File: src/rtl/router_pkg.sv
// Shared constants and header helpers for the 1x3 router datapath.
package router_pkg;

  localparam int unsigned ROUTER_DATA_W = 8;
  localparam int unsigned FIFO_DEPTH    = 16;
  localparam int unsigned FIFO_PTR_W    = 5;
  localparam int unsigned HDR_LEN_MSB   = 7;
  localparam int unsigned HDR_LEN_LSB   = 2;
  localparam int unsigned HDR_ADDR_MSB  = 1;
  localparam int unsigned HDR_ADDR_LSB  = 0;
  localparam int unsigned PKT_CNT_W     = 7;

  typedef logic [HDR_LEN_MSB-HDR_LEN_LSB:0] hdr_len_t;

  // Bytes still to come after a header: payload length plus the trailing parity byte.
  function automatic logic [PKT_CNT_W-1:0] hdr_pkt_len(input hdr_len_t len);
    return PKT_CNT_W'(len) + PKT_CNT_W'(1);
  endfunction

endpackage

File: src/rtl/router_fifo_mem.sv
// Entry storage for router_fifo: one write port, one registered read port, no reset.
module router_fifo_mem #(
  parameter int unsigned DEPTH = 16,
  parameter int unsigned WIDTH = 9
) (
  input  logic                     clk,
  input  logic                     wr_en,
  input  logic [$clog2(DEPTH)-1:0] wr_addr,
  input  logic [WIDTH-1:0]         wr_data,
  input  logic                     rd_en,
  input  logic [$clog2(DEPTH)-1:0] rd_addr,
  output logic [WIDTH-1:0]         rd_data
);

  logic [WIDTH-1:0] mem [DEPTH];

  always_ff @(posedge clk) begin
    if (wr_en) begin
      mem[wr_addr] <= wr_data;
    end
    if (rd_en) begin
      rd_data <= mem[rd_addr];
    end
  end

endmodule

File: src/rtl/router_fifo.sv
// Per-destination output FIFO of the 1x3 router: tagged byte storage, full/empty flags and a
// packet-progress counter driven by header entries as they are read out.
module router_fifo
  import router_pkg::*;
#(
  parameter int unsigned DEPTH  = FIFO_DEPTH,
  parameter int unsigned DATA_W = ROUTER_DATA_W
) (
  input  logic              clk,
  input  logic              resetn,
  input  logic              soft_reset,
  input  logic              write_enb,
  input  logic              read_enb,
  input  logic              lfd_state,
  input  logic [DATA_W-1:0] data_in,
  output logic              full,
  output logic              empty,
  output logic              out_valid,
  output logic              pkt_busy,
  output logic [DATA_W-1:0] data_out
);

  localparam int unsigned AW = $clog2(DEPTH);
  localparam int unsigned PW = AW + 1;

  logic [PW-1:0]        wr_ptr_q, wr_ptr_d;
  logic [PW-1:0]        rd_ptr_q, rd_ptr_d;
  logic                 out_valid_q;
  logic                 cleared_q, cleared_d;
  logic [PKT_CNT_W-1:0] pkt_count_q, pkt_count;
  logic [DATA_W:0]      rd_entry;
  logic                 flush, do_wr, do_rd;

  assign flush = !resetn || soft_reset;
  assign empty = (wr_ptr_q == rd_ptr_q);
  assign full  = (wr_ptr_q[AW] != rd_ptr_q[AW]) && (wr_ptr_q[AW-1:0] == rd_ptr_q[AW-1:0]);
  assign do_wr = write_enb && !full && !flush;
  assign do_rd = read_enb && !empty && !flush;

  router_fifo_mem #(
    .DEPTH(DEPTH),
    .WIDTH(DATA_W + 1)
  ) u_mem (
    .clk    (clk),
    .wr_en  (do_wr),
    .wr_addr(wr_ptr_q[AW-1:0]),
    .wr_data({lfd_state, data_in}),
    .rd_en  (do_rd),
    .rd_addr(rd_ptr_q[AW-1:0]),
    .rd_data(rd_entry)
  );

  // The entry read on the last edge only appears at the memory output afterwards, so its effect
  // on the count is applied here and folded into pkt_count_q on the following edge.
  always_comb begin
    pkt_count = pkt_count_q;
    if (out_valid_q) begin
      if (rd_entry[DATA_W]) begin
        pkt_count = hdr_pkt_len(rd_entry[HDR_LEN_MSB:HDR_LEN_LSB]);
      end else if (pkt_count_q != '0) begin
        pkt_count = pkt_count_q - PKT_CNT_W'(1);
      end
    end
  end

  always_comb begin
    wr_ptr_d  = wr_ptr_q;
    rd_ptr_d  = rd_ptr_q;
    cleared_d = cleared_q;
    if (do_wr) begin
      wr_ptr_d = wr_ptr_q + PW'(1);
    end
    if (do_rd) begin
      rd_ptr_d  = rd_ptr_q + PW'(1);
      cleared_d = 1'b0;
    end
  end

  always_ff @(posedge clk) begin
    if (flush) begin
      wr_ptr_q    <= '0;
      rd_ptr_q    <= '0;
      out_valid_q <= 1'b0;
      cleared_q   <= 1'b1;
      pkt_count_q <= '0;
    end else begin
      wr_ptr_q    <= wr_ptr_d;
      rd_ptr_q    <= rd_ptr_d;
      out_valid_q <= do_rd;
      cleared_q   <= cleared_d;
      pkt_count_q <= pkt_count;
    end
  end

  assign out_valid = out_valid_q;
  assign pkt_busy  = (pkt_count != '0);
  // Read data register is reset-free, so mask it until the first read after a flush.
  assign data_out  = cleared_q ? '0 : rd_entry[DATA_W-1:0];

endmodule
File: config.mk
export PLATFORM = sky130hd
export DESIGN_NAME = router_fifo
export DESIGN_NICKNAME = d
export VERILOG_FILES = /design/src/rtl/router_pkg.sv /design/src/rtl/router_fifo_mem.sv /design/src/rtl/router_fifo.sv
export SDC_FILE = /design/constraint.sdc
export NUM_CORES = 1
export LEC_CHECK = 0
export ABC_AREA = 1
export CORE_UTILIZATION = 65
export DETAILED_ROUTE_END_ITERATION = 7
export GPL_TIMING_DRIVEN = 0
export HOLD_SLACK_MARGIN = 0.05
export PLACE_DENSITY = 0.9
export SETUP_SLACK_MARGIN = 0.1
export SLEW_MARGIN = 20
export SYNTH_ARGS = -nofsm -noshare
export SYNTH_HDL_FRONTEND = slang
export SYNTH_SLANG_ARGS = --single-unit
File: constraint.sdc
create_clock -name clk -period 4.3 [get_ports clk]
set_input_delay 0.645 -clock clk [delete_from_list [all_inputs] [get_ports clk]]
set_output_delay 0.645 -clock clk [all_outputs]
set_load 0.005 [all_outputs]
### Word level (Yosys, flattened, before mapping)

Memories as Yosys holds them, arrays and structs flattened. A register that Yosys moved wholly into a read port is not among the register bits.
Cells that the tools add are included.

* reductions and logical operators: 12
* mux-type cells: 6
* add/sub/neg operators: 4
* eq/ne operators: 3

Operator list (number)
* $mux W7: 3
* $reduce_bool A7 Y1: 2
* $add A5 B1 Y5 const B: 2
* $mux W8: 1
* $add A6 B1 Y7 const B: 1
* $sub A7 B1 Y7 const B: 1
* $eq A5 B5 Y1: 1
* $logic_and A1 B1 Y1: 5
* $eq A4 B4 Y1: 1
* $logic_not A1 Y1: 4
* $mux W1: 2
* $logic_or A1 B1 Y1: 1
* $ne A1 B1 Y1: 1

* bits in writable memories: 144
* memories kept: 1
* input port bits: 14
* bits in registers: 19

Memory list
* u_mem.mem: depth 16, bits a word 9, read ports 1, clocked after memory_dff 1, write ports 1, RTL line router_fifo_mem.sv:15 `logic [WIDTH-1:0] mem [DEPTH];`

### Logic depth before layout (Yosys ltp)

Gate-level depths: netlist (run 1).

* word-level depth: 7
* mapped depth: 13

### By module

From an unflattened synthesis (run 1), not the netlist that was laid out.

* cell total of the unflattened synthesis: 831
* area total of the unflattened synthesis: 7952.6 sq um

Modules (own cells, without submodules)
* router_fifo_mem: cells an instance 615, instances 1, area an instance 6592.6 sq um
* router_fifo: cells an instance 216, instances 1, area an instance 1360.1 sq um

### Worst setup path after synthesis (run 1)

No wires, ideal clock.

* path type: register to output
* from: register pkt_count_q[0]
* to: output pkt_busy
* data arrival time: 1.321 ns
* cell stages (with the launch flop): 14
* buffers on the path: 0
* setup slack: 2.334 ns
* cell sequence: dfxtp_1 > inv_1 > ha_1 > inv_1 > nor2_1 > nand3_1 > nand2_1 > inv_1 > nand2_1 > nand3_1 > nand2_1 > nand2_1 > nor2_1 > nand2_1

* cells in the longest elaborated chain, start to end: 5
* elaborated cells on any way between the ends: 6

RTL lines
* start: declaration: RTL line router_fifo.sv:30 `logic [PKT_CNT_W-1:0] pkt_count_q, pkt_count;`
* start signal: assignment: RTL line router_fifo.sv:91 `pkt_count_q <= pkt_count;`
* $sub A7 B1 Y7 / $reduce_bool A7 Y1 (equally long branches): RTL line router_fifo.sv:61, router_fifo.sv:60
* $mux W7: RTL line router_fifo.sv:60 `end else if (pkt_count_q != '0) begin`
* $mux W7: RTL line router_fifo.sv:58 `if (rd_entry[DATA_W]) begin`
* $mux W7 (*): RTL line router_fifo.sv:57 `if (out_valid_q) begin`
* $reduce_bool A7 Y1 (*): RTL line router_fifo.sv:96 `assign pkt_busy = (pkt_count != '0);`
* end: declaration: RTL line router_fifo.sv:19 `output logic pkt_busy,`

Every way passes the cells marked *; elsewhere a longest branch is shown, timed or not.

### Final worst setup path (run 1)

Ends and elaborated chain as after synthesis.

==> impl_results.md, run 1 <==
* CP required at 3.65 ns
* Count leader, synth: nor2_1
* Max-cap check violation count at 0
* Num rows at 38
* Routed vias/inst at 6.227
* Setup repair after global routing missed its margin: false
* Final hold violations at 0
* # port buffers at 25
* Worst path most repeated cell: nand2_1
* Leak Pwr at 3.016 nW
* Die Y at 108.7 um
* Status: complete, no violations
* Layout cells sized above 1 at 0.09267
* Biggest area consumer among synthesized cells: edfxtp_1
* Clock Sinks at about 170
* Drt wl/cell at between 20 and 25 um
* Max incr delay on CP at approximately 0.45 ns
* Hold_buf cts at 0
* Resize count post-CTS at 0
* Syn-to-layout area delta at 13.42%
* Worst path top cell family by delay: simple AND/OR/NAND/NOR gates
* Total track usage at 0.3147
* Via count at 5374
* Final setup TNS at 0 ns
* Dpl cells at approximately 830
* Max stage delay cell, worst path: clkdlybuf4s50_1
* Nets at approximately 730
* H-tree depth at 4
* Synthesis-stage register bit count at between 150 and 200
* Period utilisation layout at 0.7379
* Initial Utilization at 0.6734
* Post-Synthesis Net Count at slightly below 700
* Worst EP arrival at 2.53 ns
* DR iter-0 viols at slightly above 800
* Min Tclk post-route at about 3.2 ns
* Worst slew pin tran at around 1 ns
* Most frequent cells after synthesis: nor2_1, edfxtp_1, nand2_1
* Die width at about 110 um
* Mapped Cells at ~670
* Worst-path clk slew at 0.07 ns
* CTS max path bufs at 2
* I/O pins at 26
* Kind of critical path: reg2out
* Vias in the first global route at roughly 5.1k
* Ant. Diodes at 0
* Post-DP HPWL at ~11000 um
* Setup violators final at 0
* Sequential element share of the synthesized area at 0.6726
* Initial antenna violation count at 0
* Pwr Density at approximately 410 nW/um2
* Post-synth EDFFs at 153
* CP Cell Sequence: inv_1, ha_1, inv_1, nor2_1, nand3_1, nand2_1, inv_1, nand2_1, nand3_1, nand2_1, nand2_1, nor2_1, nand2_1, clkdlybuf4s50_1
* Max IR drop VDD at roughly 0.37 mV
* Largest net degree at the start of global routing at 17
* Clock latency on the worst-skew pair at around 0.43 ns
* Critical path startpoint category: flip-flop
* Synth area leaders: edfxtp_1, nor2_1, dfxtp_1
* Root Driver: clkbuf_16
* Postcts setup bufs at 0
* Crit-path max FO at 7
* GRT overflow at 0
* Normalized max-slew margin at 0.3290
* WP buf/inv at 4
* First-pass GRT wire length at around 27000 um
* Mapped cell area at ~7400 um2
* CTS tree: done
* FMAX at ~0.32 GHz
* Final Skew at between 0.006 and 0.007 ns
* Cell variety after synth at 31
* Async S/R FF share, synth at 0
* Core area at 10980 um2
* Die area at between 10000 and 15000 um2
* GP Congestion at 0.9214
* Hold Path Class: reg2reg
* Tot Pwr at roughly 3.4 mW
* Final Max Tran Viols at 0
* Fill cells at between 600 and 700
* Synth Warn # at 0
* Main flop type after synthesis: edfxtp_1
* Total wire length at around 17000 um
* Setup crit end kind: primary output
* Final std cells w/o fill at ~860
* Antenna-violating nets left at 0
* Synth top area share at 0.6212
* Residual DRC count at 0
* Total CTS buffers at 17
* DRT Pass-1 Iters at 6
* Synth Area per Inst at 11.10 um2
per-layer routing:
layer	wire [um]	GRT usage
met1	6832	0.4243
met2	8208	0.4887
met3	1867	0.08846
met4	436	0.1226
met5	0	0
metrics by stage:
| step | setup WS, ns | utilization | cell area [um2] | hold WS [ns] |
|---|---|---|---|---|
| after floorplan | 2.334 | - | 7396 | 0.4782 |
| after global placement | 1.561 | 0.7121 | 7821 | 0.4901 |
| after detailed placement | 1.498 | 0.7121 | 7821 | 0.5044 |
| after CTS | 1.158 | 0.7637 | 8388 | 0.5162 |
| after global routing | 0.8903 | 0.7637 | 8388 | 0.5419 |
| final | 1.127 | 0.7637 | 8388 | 0.5198 |
registers in the layout, summed over array words and instances (netlist names):
name,count
out_valid,1
pkt_count_q,7
u_mem.mem,144
rd_ptr_q,5
cleared_q,1
u_mem.rd_data,9
wr_ptr_q,5
where the power goes:
group	switching, mW	internal [mW]
Clock	0.675	0.813
Sequential	0.00375	1.82
Combinational	0.0795	0.0385
Total	0.758	2.67
path summary, 6_finish.rpt:
kind / from / end / slack, ns / cells after the start
min reg2reg: wr_ptr_q[4]$_SDFFE_PP0P_ / wr_ptr_q[4]$_SDFFE_PP0P_ / 0.52 / 2
max reg2reg: wr_ptr_q[2]$_SDFFE_PP0P_ / u_mem.mem[3][1]$_DFFE_PP_ / 1.97 / 8
max: pkt_count_q[0]$_SDFF_PP0_ / pkt_busy / 1.13 / 14
min: wr_ptr_q[4]$_SDFFE_PP0P_ / wr_ptr_q[4]$_SDFFE_PP0P_ / 0.52 / 2
layout by cell type (no fill, tap or decap), types with 6 or more instances in the layout:
master           Yosys  final
o21ai_0             57     57
a21oi_1              6      6
clkbuf_16            0     17
xor2_1               6      6
nand2_1             82     82
clkdlybuf4s50_1      0     25
buf_2               14     14
nand4_1              7      7
nand3_1             25     25
inv_1               35     35
clkbuf_1             8     10
nor2_1             162    162
dfxtp_1             19     19
edfxtp_1           153    153
o32ai_1             18     18
buf_6                8      8
o211ai_1            18     18
ha_1                 8      8
o21ai_1             15     15
cells by family after synthesis:
kind of cell,Yosys count,synth area share
compound gates,116,0.09440
buf+inv,71,0.04703
xor+xnor,10,0.01184
fa+ha+maj,8,0.01353
simple gates,289,0.1605
flops,172,0.6726
worst register-to-register path: stages (launching register included):
cell     delay (ns)
dfxtp_1        0.32
buf_4          0.15
xor2_1         0.18
nor2_2         0.09
nand3_4        0.09
nand3_2        0.13
inv_2          0.14
nand3_1        0.11
nor2_1         0.74
final cells by class:
class | count | area [um2] | share of cell area
Buffer | 33 | 205.2 | 0.02446
Clock buffer | 19 | 432.9 | 0.05161
Clock inverter | 13 | 133.9 | 0.01596
Inverter | 38 | 142.6 | 0.01700
Multi-Input combinational cell | 423 | 2073 | 0.2472
Sequential cell | 172 | 4975 | 0.5931
Tap cell | 140 | 175.2 | 0.02088
Timing Repair Buffer | 25 | 250.2 | 0.02983
Note: power is estimated with default switching activity, not from simulation.
==> run 2: changes to the inputs <==
Settings changed: CORE_UTILIZATION 65 to 55, PLACE_DENSITY 0.9 to 0.82.
Clock period 4.3 ns to 2.7 ns, I/O delays scaled along.
==> impl_results.md, run 2 (synthesis gave the netlist of run 1 again) <==
* GP Congestion at 0.8800 (-4.5%)
* Status: complete, no violations
* Initial Utilization at 0.5607 (-0.1127)
* Core area at 13190 um2 (+20%)
* Nets at 737 (+0.68%)
* Area occupied by multi-input gates at 2096 um2 (+1.1%)
* Residual DRC count at 0 (unchanged)
* Final Skew at 0.009920 ns (+0.003452 ns)
* Most common cell after layout, fill and taps aside: nor2_1
* Period utilisation layout at 0.9031
* GRT overflow at 0 (unchanged)
* First-pass GRT wire length at 26640 um (-0.24%)
* Final setup TNS at 0 ns (unchanged)
* Worst path most repeated cell: nand2_1
* Max-cap check violation count at 0 (unchanged)
* I/O pins at 26 (unchanged)
* H-tree depth at 4 (unchanged)
* Max reg flops at 144 (unchanged)
* Leak Pwr at 3.058 nW (+1.4%)
* Drt wl/cell at 19.05 um (-5.2%)
* Routed vias/inst at 5.917 (-5.0%)
* Reg with most FFs: u_mem.mem
* # port buffers at 25 (unchanged)
* Kind of critical path: reg2out
* Pwr Density at 638.8 nW/um2 (+56%)
* Max IR drop VDD at 0.5207 mV (+42%)
* Dpl cells at 867 (+4.3%)
* Worst-path clk slew at 0.06 ns (about the same)
* Worst hold start: rd_ptr_q[4]$_SDFFE_PP0P_
* CP required at 2.30 ns (-1.35 ns)
* WP buf/inv at 4 (unchanged)
* Final Max Tran Viols at 0 (unchanged)
* Total wire length at 17220 um (-0.71%)
* Largest net degree at the start of global routing at 17 (unchanged)
* Worst R2R Start: wr_ptr_q[3]$_SDFFE_PP0P_
* Setup repair after global routing missed its margin: false
* Max incr delay on CP at 0.32 ns (-0.13 ns)
* Worst path top cell family by delay: simple AND/OR/NAND/NOR gates
* Worst EP arrival at 2.03 ns (-0.50 ns)
* Post-DP HPWL at 11150 um (-1.9%)
* Via count at 5349 (-0.47%)
* CTS max path bufs at 2 (unchanged)
* Die area at 13910 um2 (+18%)
* Worst slew pin tran at 1.042 ns (+0.03907 ns)
* Hold_buf cts at 0 (unchanged)
* Layout cells sized above 1 at 0.1113 (+0.01859)
* Total CTS buffers at 17 (unchanged)
* Most frequent cells in the layout: nor2_1, edfxtp_1, nand2_1, o21ai_0, inv_1
* Setup crit end kind: primary output
* Initial antenna violation count at 0 (unchanged)
* CP Cell Sequence: inv_2, ha_1, inv_1, nor2_2, nand3_2, nand2_2, inv_2, nand2_1, nand3_1, nand2_1, nand2_1, nor2_2, nand2_1, clkbuf_2
* Die width at 118.0 um (+8.5%)
* Syn-to-layout area delta at 14.68%
* DR iter-0 viols at 632 (-24%)
* FF/Latch Area at 4976 um2 (about the same)
* Die Y at 118.0 um (+8.5%)
* Setup ws final at 0.2617 ns (-0.8652 ns)
* Worst slack at placement at 0.1271 ns (-1.371 ns)
* Vias in the first global route at 5115 (+0.77%)
* Antenna-violating nets left at 0 (unchanged)
* Hold Path Class: reg2reg
* Ant. Diodes at 0 (unchanged)
* FF-to-FF setup slack at 0.33 ns (-1.64 ns)
* Num rows at 42 (+11%)
* Worst setup startpoint: pkt_count_q[0]$_SDFF_PP0_
* DRT Pass-1 Iters at 6 (unchanged)
* Root Driver: clkbuf_16
* Fill cells at 945 (+44%)
* Critical path startpoint category: flip-flop
* Normalized max-slew margin at 0.3028 (-0.02614)
* Max stage delay cell, worst path: dfxtp_2
* FMAX at between 0.4 and 0.5 GHz
* Tot Pwr at 5.418 mW (+58%)
* Crit-path max FO at 5 (-2)
* Final hold violations at 0 (unchanged)
* Clock latency on the worst-skew pair at 0.43 ns (about the same)
* Total track usage at 0.2587 (-0.05597)
* Final std cells w/o fill at 904 (+4.8%)
* Min Tclk post-route at approximately 2.4 ns
* Setup violators final at 0 (unchanged)
* Regs by FF count: u_mem.mem (144), u_mem.rd_data (9), pkt_count_q (7)
* Clock Sinks at 172 (unchanged)
* CTS tree: done
-- run 2: cell types whose count changed in the layout (fill, tap and decap cells not counted), moves of 2 or more --
cell        delta
buf_4          +5
clkinv_1       +2
clkinv_2       +4
clkinv_4       +2
clkinvlp_4     -3
inv_1          -3
inv_2          +3
inv_6          -3
inv_8          -3
nor2_1         -2
nor2_2         +2
-- run 2: worst paths after layout --
| kind | endpoint | depth (start not counted) |
|---|---|---|
| setup / recovery | pkt_busy | 14 |
| hold / removal | rd_ptr_q[4]$_SDFFE_PP0P_ | 2 |
| setup reg to reg | u_mem.mem[14][0]$_DFFE_PP_ | 7 |
| hold reg to reg | rd_ptr_q[4]$_SDFFE_PP0P_ | 2 |
-- run 2: power breakdown --
part | switching (mW) | internal [mW]
combinational | 0.128 | 0.0615
clock | 0.970 | 1.35
sequential | 0.00555 | 2.90
total | 1.10 | 4.31
-- run 2: timing repair --
item | 4_1_cts | 5_1_grt
resized for setup | 7 | 7
pin swaps | 0 | 6
gates cloned | 0 | 0
setup buffers | 3 | 2
endpoints found under the setup margin | 1 | 1
-- run 2: area by class of cell --
class                   instances  share of cell area
clock buffers                  19             0.05104
plain buffers                  33             0.02419
repair buffers                 30             0.03334
flip-flops and latches        172              0.5867
inverters                      38             0.01682
multi-input cells             423              0.2471
well taps                     176             0.02596
clock inverters                13             0.01490
-- run 2: worst reg2reg max path, delay by kind of cell, from the launching register on --
family	cells	cell delay, ns
DFF	1	0.45
buffers and inverters	1	0.14
and+or+nand+nor	5	1.19
xor gates and xnor gates	1	0.22
-- run 2: metal layers --
layer / track usage / vias to the layer above / part of all wire
met3: 0.07122 / 45 / 0.10
met4: 0.1130 / 0 / 0.029
met5: 0 / - / 0
met1: 0.3362 / 2558 / 0.39
met2: 0.4085 / 319 / 0.48
li1: - / 2427 / -
-- run 2: per-stage QoR --
step                utilization  area [um2]  hold WS (ns)
finish                   0.6430        8482        0.5088
floorplan                     -        7396        0.4782
global route             0.6430        8482        0.5212
CTS                      0.6414        8461        0.5113
detailed placement       0.5964        7866        0.5024
global placement         0.5964        7866        0.4918
==> run 3: changes to the inputs <==
Settings changed: CORE_UTILIZATION 55 to 61, PLACE_DENSITY 0.82 to 0.86.
Clock period 2.7 ns to 2.25 ns, I/O delays scaled along.
==> impl_results.md, run 3 (synthesis gave the netlist of run 1 again) <==
* Status: complete, but fails checks
* Violated checks: DRC, setup timing
* Root Driver: clkbuf_16
* # port buffers at 25 (unchanged)
* Hold Path Class: reg2reg
* Die area at 12570 um2 (-9.7%)
* Period utilisation layout at 1.043
* Hold Path Depth at 2 (unchanged)
* Setup crit end kind: primary output
* Die width at 112.1 um (-5.0%)
* Via count at 5670 (+6.0%)
* Worst-path clk slew at 0.06 ns (about the same)
* Worst R2R Start: wr_ptr_q[2]$_SDFFE_PP0P_
* Routed vias/inst at 6.371 (+7.7%)
* Final Skew at 0.009530 ns (-0.0003902 ns)
* Met1 Use GR at 0.4157 (+0.07943)
* CTS tree: done
* FF-to-FF setup slack at 0.11 ns (-0.22 ns)
* Total track usage at 0.3072 (+0.04852)
* Design Area, Final at 8909 um2 (+5.0%)
* Kind of critical path: reg2out
* Final Max Tran Viols at 0 (unchanged)
* Worst setup startpoint: u_mem.rd_data[4]$_DFFE_PP_
* Hold endpoint: rd_ptr_q[4]$_SDFFE_PP0P_
* Crit-path max FO at 5 (unchanged)
* Most common cell after layout, fill and taps aside: edfxtp_1
* Largest net degree at the start of global routing at 18 (+1)
* Initial antenna violation count at 0 (unchanged)
* Max reg flops at 144 (unchanged)
* FF/Latch Area at 4984 um2 (+0.15%)
* Hold_buf cts at 0 (unchanged)
* Met2 usage at 0.4762 (+0.06773)
* Clock latency on the worst-skew pair at 0.44 ns (about the same)
* Max IR drop VDD at 0.7220 mV (+39%)
* Min Tclk post-route at approximately 2.3 ns
* Drt wl/cell at 21.38 um (+12%)
* Antenna-violating nets left at 0 (unchanged)
* Vias in the first global route at 5293 (+3.5%)
* Setup violators final at 1 (+1)
* FMAX at between 0.4 and 0.5 GHz
* Nets at 756 (+2.6%)
* Residual DRC count at 3 (+3)
* Final hold violations at 0 (unchanged)
* Dpl cells at 834 (-3.8%)
* Num rows at 39 (-7.1%)
* R2R Path End: u_mem.mem[14][5]$_DFFE_PP_
* Total wire length at 19030 um (+11%)
* Clock Sinks at 172 (unchanged)
* Register-to-Register Path Depth at 9 (+2)
* Normalized max-slew margin at 0.4661 (+0.1633)
* Reg with most FFs: u_mem.mem
* Critical path startpoint category: flip-flop
* Busiest grt layer: met2
* Met3 usage at 0.07667 (+0.005453)
* Most frequent cells in the layout: edfxtp_1, nor2_1, nand2_1, o21ai_0, inv_1
* Fill cells at 667 (-29%)
* CP required at 1.91 ns (-0.39 ns)
* Layout cells sized above 1 at 0.1807 (+0.06946)
* I/O pins at 26 (unchanged)
* Post-DP HPWL at 11400 um (+2.2%)
* Final std cells w/o fill at 890 (-1.5%)
* Initial Utilization at 0.6368 (+0.07611)
* Die Y at 112.1 um (-5.0%)
* H-tree depth at 4 (unchanged)
* Ant. Diodes at 0 (unchanged)
* Syn-to-layout area delta at 20.45%
* Area occupied by multi-input gates at 2298 um2 (+9.7%)
* GRT overflow at 0 (unchanged)
* Total CTS buffers at 17 (unchanged)
* CTS max path bufs at 2 (unchanged)
* Regs by FF count: u_mem.mem (144), u_mem.rd_data (9), pkt_count_q (7)
* Area post-placement at 7825 um2 (-0.52%)
* GP Congestion at 0.9078 (+3.2%)
* Worst hold start: rd_ptr_q[4]$_SDFFE_PP0P_
* Worst EP arrival at 2.01 ns (-0.02 ns)
* Tot Pwr at 6.851 mW (+26%)
* Pwr Density at 769.0 nW/um2 (+20%)
* Fin util at 0.7671 (+0.1240)
* Leak Pwr at 3.214 nW (+5.1%)
* DRT Pass-1 Iters at 8 (+2)
* DR iter-0 viols at 962 (+52%)
* Core area at 11610 um2 (-12%)
* First-pass GRT wire length at 28230 um (+6.0%)
* WHS at 0.5163 ns (+0.007567 ns)
* Max-cap check violation count at 0 (unchanged)
* Setup repair after global routing missed its margin: true
* Worst slew pin tran at 0.7984 ns (-0.2435 ns)
* Setup ws final at -0.09777 ns (-0.3595 ns)
[run 3: cell count changes in the layout (fill, tap and decap cells not counted), sizes merged, moves of 2 or more]
cell           change
buf               +19
clkinv             -6
inv                +6
clkdlybuf4s50      -2
clkbuf             -3
[run 3: power breakdown]
group	switching, mW	total (mW)	internal, mW
Sequential	0.00743	3.49	3.48
Clock	1.32	3.11	1.79
Combinational	0.167	0.251	0.0843
[run 3: routing by layer]
layer,up-vias,part of all wire
met2,424,0.48
li1,2467,-
met4,0,0.032
met3,60,0.11
met5,-,0
met1,2719,0.37
[run 3: cell type report]
cell class / count / share of cell area
clock inverters: 15 / 0.02331
flip-flops and latches: 172 / 0.5594
clock buffers: 17 / 0.04775
inverters: 38 / 0.01629
multi-input cells: 424 / 0.2580
well taps: 143 / 0.02008
plain buffers: 33 / 0.02303
repair buffers: 48 / 0.05211
[run 3: per-stage QoR]
step,TNS (ns),setup slack (ns)
floorplan,0,0.4171
global placement,-16.26,-0.2098
detailed placement,-27.02,-0.2743
CTS,-0.1982,-0.1030
global route,-0.2198,-0.2198
finish,-0.09777,-0.09777
[run 3: what timing repair did]
action | in CTS | in global routing
cloned | 0 | 1
gates resized for setup | 31 | 45
buffers inserted | 8 | 15
endpoints found under the setup margin | 147 | 138
pin swaps | 8 | 25
[run 3: worst max-delay path by stage]
stage,to,slack [ns],cells after the start
finish,pkt_busy,-0.1,10
global route,pkt_busy,-0.22,10
CTS,pkt_busy,-0.10,12
detailed placement,u_mem.mem[3][3]$_DFFE_PP_,-0.27,7
global placement,u_mem.mem[3][2]$_DFFE_PP_,-0.21,7
floorplan,u_mem.mem[11][0]$_DFFE_PP_,0.42,8
[run 3: worst max-delay path, stage by stage, from the launching register on]
cell	delay, ns
edfxtp_1	0.46
nand3_1	0.26
nor2_1	0.20
nand2_1	0.11
nand3_1	0.10
nand2_1	0.05
nand2_1	0.07
nand2_1	0.07
nor2_2	0.09
nand2_2	0.06
buf_2	0.12
